<file path="src/rtl/cordic_polar_aligner.sv">
// Pairs the independent theta and magnitude streams of a CORDIC core through two
// small FIFOs and emits one gain-compensated (theta, magnitude) pair per pop.
module cordic_polar_aligner #(
    parameter int DATA_W = 14,
    parameter int DEPTH  = 4,
    parameter int K_COEF = 2487,
    parameter int K_FRAC = 12
) (
    input  logic                     clk,
    input  logic                     i_rst,
    input  logic                     i_theta_valid,
    input  logic signed [DATA_W-1:0] i_theta,
    input  logic                     i_mag_valid,
    input  logic signed [DATA_W-1:0] i_mag,
    input  logic                     i_out_ready,
    output logic                     o_valid,
    output logic signed [DATA_W-1:0] o_theta,
    output logic signed [DATA_W-1:0] o_mag,
    output logic                     o_overflow,
    output logic [7:0]               o_pair_cnt
);

    localparam int PTR_W  = (DEPTH > 1) ? $clog2(DEPTH) : 1;
    localparam int CNT_W  = $clog2(DEPTH + 1);
    localparam int PROD_W = DATA_W + K_FRAC;

    logic signed [DATA_W-1:0] r_th_mem [DEPTH];
    logic signed [DATA_W-1:0] r_mg_mem [DEPTH];
    logic [PTR_W-1:0]         r_th_wptr, r_th_rptr, r_mg_wptr, r_mg_rptr;
    logic [CNT_W-1:0]         r_th_cnt, r_mg_cnt;

    logic                     r_valid;
    logic signed [DATA_W-1:0] r_theta, r_mag;
    logic                     r_overflow;
    logic [7:0]               r_pair_cnt;

    logic                     w_th_full, w_th_empty, w_mg_full, w_mg_empty;
    logic                     w_pop, w_xfer, w_th_push, w_mg_push, w_drop;
    logic signed [DATA_W-1:0] w_th_head, w_mg_head;
    logic [DATA_W-1:0]        w_mag_raw;
    logic signed [DATA_W-1:0] w_mag_comp;

    function automatic logic [PTR_W-1:0] ptr_inc(input logic [PTR_W-1:0] p);
        if (p == PTR_W'(DEPTH - 1)) return '0;
        return p + 1'b1;
    endfunction

    assign w_th_full  = (r_th_cnt == CNT_W'(DEPTH));
    assign w_mg_full  = (r_mg_cnt == CNT_W'(DEPTH));
    assign w_th_empty = (r_th_cnt == '0);
    assign w_mg_empty = (r_mg_cnt == '0);

    // Handshake: a pair moves downstream on any edge where o_valid && i_out_ready.
    // The output register refills when it is empty or being drained that same edge.
    assign w_xfer    = r_valid && i_out_ready;
    assign w_pop     = !w_th_empty && !w_mg_empty && (!r_valid || i_out_ready);
    assign w_th_push = i_theta_valid && (!w_th_full || w_pop);
    assign w_mg_push = i_mag_valid && (!w_mg_full || w_pop);
    assign w_drop    = (i_theta_valid && !w_th_push) || (i_mag_valid && !w_mg_push);

    assign w_th_head = r_th_mem[r_th_rptr];
    assign w_mg_head = r_mg_mem[r_mg_rptr];

    // Sign bit is handled separately, so only the magnitude bits feed the multiplier.
    assign w_mag_raw  = DATA_W'((PROD_W'(w_mg_head[DATA_W-2:0]) * PROD_W'(K_COEF)
                                 + (PROD_W'(1) << (K_FRAC - 1))) >> K_FRAC);
    assign w_mag_comp = w_mg_head[DATA_W-1] ? '0 : w_mag_raw;

    always_ff @(posedge clk) begin
        if (!i_rst && w_th_push) r_th_mem[r_th_wptr] <= i_theta;
        if (!i_rst && w_mg_push) r_mg_mem[r_mg_wptr] <= i_mag;
    end

    always_ff @(posedge clk) begin
        if (i_rst) begin
            r_th_wptr  <= '0;
            r_th_rptr  <= '0;
            r_th_cnt   <= '0;
            r_mg_wptr  <= '0;
            r_mg_rptr  <= '0;
            r_mg_cnt   <= '0;
            r_valid    <= 1'b0;
            r_theta    <= '0;
            r_mag      <= '0;
            r_overflow <= 1'b0;
            r_pair_cnt <= '0;
        end else begin
            if (w_th_push) r_th_wptr <= ptr_inc(r_th_wptr);
            if (w_mg_push) r_mg_wptr <= ptr_inc(r_mg_wptr);
            if (w_pop) begin
                r_th_rptr <= ptr_inc(r_th_rptr);
                r_mg_rptr <= ptr_inc(r_mg_rptr);
            end

            case ({w_th_push, w_pop})
                2'b10:   r_th_cnt <= r_th_cnt + 1'b1;
                2'b01:   r_th_cnt <= r_th_cnt - 1'b1;
                default: r_th_cnt <= r_th_cnt;
            endcase
            case ({w_mg_push, w_pop})
                2'b10:   r_mg_cnt <= r_mg_cnt + 1'b1;
                2'b01:   r_mg_cnt <= r_mg_cnt - 1'b1;
                default: r_mg_cnt <= r_mg_cnt;
            endcase

            if (w_drop) r_overflow <= 1'b1;

            if (w_pop) begin
                r_valid <= 1'b1;
                r_theta <= w_th_head;
                r_mag   <= w_mag_comp;
            end else if (w_xfer) begin
                r_valid <= 1'b0;
            end

            if (w_xfer) r_pair_cnt <= r_pair_cnt + 8'd1;
        end
    end

    assign o_valid    = r_valid;
    assign o_theta    = r_theta;
    assign o_mag      = r_mag;
    assign o_overflow = r_overflow;
    assign o_pair_cnt = r_pair_cnt;

endmodule

</file>
<file path="config.mk">
export PLATFORM = sky130hd
export DESIGN_NAME = cordic_polar_aligner
export DESIGN_NICKNAME = d
export VERILOG_FILES = /design/src/rtl/cordic_polar_aligner.sv
export SDC_FILE = /design/constraint.sdc
export NUM_CORES = 1
export LEC_CHECK = 0
export ABC_AREA = 0
export CORE_MARGIN = 2
export CORE_UTILIZATION = 40
export DETAILED_ROUTE_END_ITERATION = 12
export PLACE_DENSITY = 0.56
export SYNTH_ARGS = -nofsm -noshare
export SYNTH_HDL_FRONTEND = slang
export SYNTH_SLANG_ARGS = --single-unit
export TNS_END_PERCENT = 20
</file>
<file path="constraint.sdc">
create_clock -name clk -period 7.39 [get_ports clk]
set_clock_uncertainty 0.15 [all_clocks]
set_input_delay 1.478 -clock clk [delete_from_list [all_inputs] [get_ports clk]]
set_output_delay 1.478 -clock clk [all_outputs]
set_load 0.005 [all_outputs]
</file>
[After elaboration in Yosys (flattened, before gate mapping)]
Memory sizes are Yosys's and may differ from the RTL's. A register that Yosys moved wholly into a read port is not among the register bits.
Index checks and enable logic that the tools add are counted.
Word-level totals
  register bits after elaboration: 38
  bits in writable memories: 112
  output and inout bits: 38
  word-level logic and storage cells: 90
  memories kept: 2
Memories
  r_mg_mem: depth 4, bits a word 14, rd ports 1, clocked after memory_dff 1, write ports 1, RTL line 28  | logic signed [DATA_W-1:0] r_mg_mem [DEPTH];
  r_th_mem: depth 4, bits a word 14, rd ports 1, clocked after memory_dff 1, write ports 1, RTL line 27  | logic signed [DATA_W-1:0] r_th_mem [DEPTH];
Cells by class
  add/sub/neg operators: 10
  multipliers: 1
  equal/unequal tests: 10
  muxes and demuxes: 31
  reduce and logical (&&, ||, !) cells: 26
Operators with widths (number)
  adder 25 x 12 -> 26 bit (second input constant): 1
  multiplier 13 x 12 -> 25 bit (second input constant): 1
  2-to-1 mux 2 bit: 10
  2-to-1 mux 1 bit: 18
  2-to-1 mux 14 bit: 1
  equality test 2 bit (second input constant): 6
  case mux 3 bit (2 select lines): 2
  logical AND 1 bit: 9
  adder 2 x 1 -> 2 bit (second input constant): 4
  adder 8 x 1 -> 8 bit (second input constant): 1
  logical NOT 1 bit: 8
  adder 3 x 1 -> 3 bit (second input constant): 2
  equality test 3 bit (second input constant): 2
  logical NOT 3 bit: 2
  nonzero test 2 bit: 3
  subtractor 3 x 1 -> 3 bit (second input constant): 2
  equality test 2 x 1 -> 1 bit (second input constant): 2
  logical OR 1 bit: 4

[Depth between registers and ports, before layout]
  depth after elaboration: 9
  gate-level depth with buffers: 23

[Least setup slack after synthesis]
OpenSTA, ideal clock, no wires.
  kind: register to register
  from: register with a tool-made name
  to: register r_mag[11], in the netlist o_mag[11]
  library setup time: 116 ps
  arrival time: 5478 ps
  path slack: 1646 ps
  cell stages (with the launch flop): 21
  period minus slack after synthesis: 5744 ps
  cell sequence: dfxtp_1 > buf_2 > buf_2 > mux4_2 > ha_1 > fa_1 > inv_1 > fa_1 > inv_1 > fa_1 > fa_1 > inv_1 > ha_1 > clkbuf_1 > a21o_1 > a21o_1 > a21oi_1 > o211ai_1 > a221oi_2 > xor2_1 > o21ai_1
RTL lines
  to (signal assigned): RTL line 111  | r_mag <= w_mag_comp;
  to (decl): RTL line 33  | logic signed [DATA_W-1:0] r_theta, r_mag;

==> flow_metrics.env <==
export IMPL_yosys_area_share_simple_pct=6.42
export IMPL_die_area_sq_um=25300
export IMPL_routedWlPerCell_microns=16.0
export IMPL_fmaxAchievable_mhz=170
export IMPL_grt_pass1_vias=5934
export IMPL_place_congestion=0.794
export IMPL_grt_util_met1_pct=20.4
export IMPL_antenna_cells=0
export IMPL_ys_types=46
export IMPL_use_met2_pct=27.6
export IMPL_place_port_buffers=70
export IMPL_synth_fa_ha_area_share_pct=24.7
export IMPL_crit_required_ns=7.56
export IMPL_critPathArrivalTime_ns=6.07
export IMPL_std_cell_rows=56
export IMPL_cts_max_level=4
export IMPL_grt_max_degree=44
export IMPL_syn_area_sq_um=9610
export IMPL_numClockSinks=166
export IMPL_totalWireLength_mm=18.8
export IMPL_avgViaCountPerCell=4.77
export IMPL_seq_area_sq_um=4440
export IMPL_synthXorXnorAreaFrac_pct=2.46
export IMPL_end_kind="register"
export IMPL_grt_busiest_layer="met2"
export IMPL_vias=5607
export IMPL_path_clk_slew_ns=0.07
export IMPL_cts_buffer_depth=2
export IMPL_synth_edf_count=112
export IMPL_holdCritPathClass="reg -> reg"
export IMPL_die_w_microns=159
export IMPL_synth_seq_area_share_pct=46.3
export IMPL_pin_count=71
export IMPL_slowest_stage="mux4_2"
export IMPL_cts_buffers=17
export IMPL_dpl_hpwl_mm=13.7
export IMPL_core_area_sq_um=23500
export IMPL_worst_pin_slew_ns=0.946
export IMPL_finalSetupViolCount=0
export IMPL_syn_avg_cell_area_sq_um=12.4
export IMPL_cts_hold_buf=0
export IMPL_min_period_ns=5.90
export IMPL_cp_max_fo=10
export IMPL_initial_core_util_pct=40.8
export IMPL_cap_violations=0
export IMPL_synth_seq_cells=166
export IMPL_worstSkewPairLatency_ns=0.43
export IMPL_synth_compound_area_share_pct=6.57
export IMPL_status="completed"
export IMPL_grt_usage_pct=15.8
export IMPL_finalHoldViolCount=0
export IMPL_syn_num_nets=960
export IMPL_fillers=2164
export IMPL_antenna_found_initial=0
export IMPL_r2r_slack_ns=1.49
export IMPL_slowest_delay_ns=0.60
export IMPL_critical_path_class="reg -> reg"
export IMPL_drt_pass1_iter_count=4
export IMPL_synthCells=774
export IMPL_fin_nets=1029
export IMPL_grt_pass1_wl_mm=31.4
export IMPL_synth_top_cell_by_area="edfxtp_1"
export IMPL_drv_slew=0
export IMPL_grtUsageMet3_pct=2.60
export IMPL_cts_tree="done"
export IMPL_rsz0062_at_grt="false"
export IMPL_multi_input_area_sq_um=4510
export IMPL_area_growth_pct=16.8
export IMPL_synth_top_family_by_area="adder cells"
export IMPL_min_path_cells=2
export IMPL_drt_iter0_markers=295
export IMPL_drc=0
export IMPL_whs_ns=0.304
export IMPL_cts_resized=0
export IMPL_max_slew_margin_rel_pct=36.7
export IMPL_synthMuxAreaShare_pct=6.77
export IMPL_setup_tns_ns=0
export IMPL_die_h_microns=159
export IMPL_clockRootBuffer="clkbuf_16"
export IMPL_post_cts_buffers=0
export IMPL_cp_start_kind="register"
export IMPL_grt_overflow=0
export IMPL_synthArstFlopShare_pct=0
export IMPL_ant_nets=0
export IMPL_synth_area_leaders="edfxtp_1 35%, fa_1 13%, ha_1 12%"
export IMPL_r2r_cells=19
export IMPL_cp_cell_sequence="buf_4, mux4_2, ha_1, fa_1, inv_1, fa_1, inv_1, fa_1, inv_1, fa_1, inv_1, ha_1, a21oi_1, o21ai_0, nand3_1, nand3_1, a221oi_2, xor2_1, o21ai_1"
export IMPL_synth_ff_type="edfxtp_1"
export IMPL_drive_gt1_share_pct=8.88
export IMPL_synth_top_area_share_pct=35.0
export IMPL_finalCritPeriodShare_pct=79.8
export IMPL_yosysWarnings=0
-- state kept, by name (all words and copies together), names as in the netlist, named ones only --
name        count
o_theta        14
o_overflow      1
r_th_cnt        3
r_mg_cnt        3
r_th_rptr       2
o_valid         1
r_th_mem       56
o_mag          14
r_mg_rptr       2
r_mg_mem       56
r_mg_wptr       2
o_pair_cnt      8
r_th_wptr       2
-- worst max-delay path: cells and delay by family (launching register included) --
| kind | cells | cell delay, ns |
|---|---|---|
| adders and majority gates | 6 | 2.88 |
| muxes | 1 | 0.60 |
| and+or+nand+nor | 2 | 0.33 |
| buffers and inverters | 5 | 0.50 |
| xor gates and xnor gates | 1 | 0.17 |
| DFF | 1 | 0.50 |
| AOI/OAI and AO/OA | 4 | 0.64 |
-- layout make-up --
type / count / area share, %
Sequential cell: 166 / 39.6
Inverter: 142 / 4.75
Clock inverter: 15 / 1.56
Tap cell: 319 / 3.56
Timing Repair Buffer: 74 / 6.52
Multi-Input combinational cell: 442 / 40.2
Clock buffer: 17 / 3.79
-- routing by layer --
layer	vias up	part of all wire, %
met2	82	50
met3	18	3.0
li1	2773	-
met1	2734	46
met5	-	0
met4	0	1.2
-- cells in the mapped netlist (3+ instances only) --
cell type / count
o21ai_1: 6
fa_1: 61
and2_1: 9
ha_1: 92
edfxtp_1: 112
a31oi_1: 4
inv_1: 142
and3_1: 3
nor3_1: 7
buf_2: 7
a21oi_1: 41
a211oi_1: 3
dfxtp_1: 54
a21o_1: 7
nand2_1: 63
xnor2_1: 9
nand4_1: 6
clkbuf_1: 13
mux4_2: 28
nor2_1: 30
buf_6: 3
o21a_1: 3
xor2_1: 18
nand3_1: 9
o21ai_0: 16
-- through the flow --
stage	cells	setup WS [ns]	cell area [sq um]	util [%]
floorplan	774	1.65	9610	-
global placement	1143	1.53	10600	45.1
detailed placement	1143	1.44	10600	45.1
CTS	1175	1.44	11200	47.6
global route	1175	1.11	11200	47.6
finish	1175	1.49	11200	47.6
-- logic make-up after synthesis --
kind of cell               count (synthesis)
muxes                                     30
buffers and inverters                    166
AOI/OAI and AO/OA                         96
xor gates and xnor gates                  27
DFF                                      166
adders and majority gates                153
and+or+nand+nor                          136
-- cells in the final DEF (no fill, tap or decap), drive strengths merged, types with 9 or more instances in the layout --
cell type	count
inv	149
edfxtp	112
ha	92
clkdlybuf4s50	70
nand2	63
fa	61
dfxtp	54
a21oi	42
nor2	30
mux4	28
o21ai	26
xor2	18
clkbuf	17
nand3	9
and2	9
xnor2	9
-- path summary, 6_finish.rpt --
check,startpoint,endpoint
setup / recovery,register,o_mag[11]$_SDFFE_PP0P_
setup reg to reg,register,o_mag[11]$_SDFFE_PP0P_
hold / removal,o_mag[1]$_SDFFE_PP0P_,o_mag[1]$_SDFFE_PP0P_
hold reg to reg,o_mag[1]$_SDFFE_PP0P_,o_mag[1]$_SDFFE_PP0P_
Power is not shown: default switching activity piles up to over one toggle a cycle in this logic, so the estimate is an artifact.
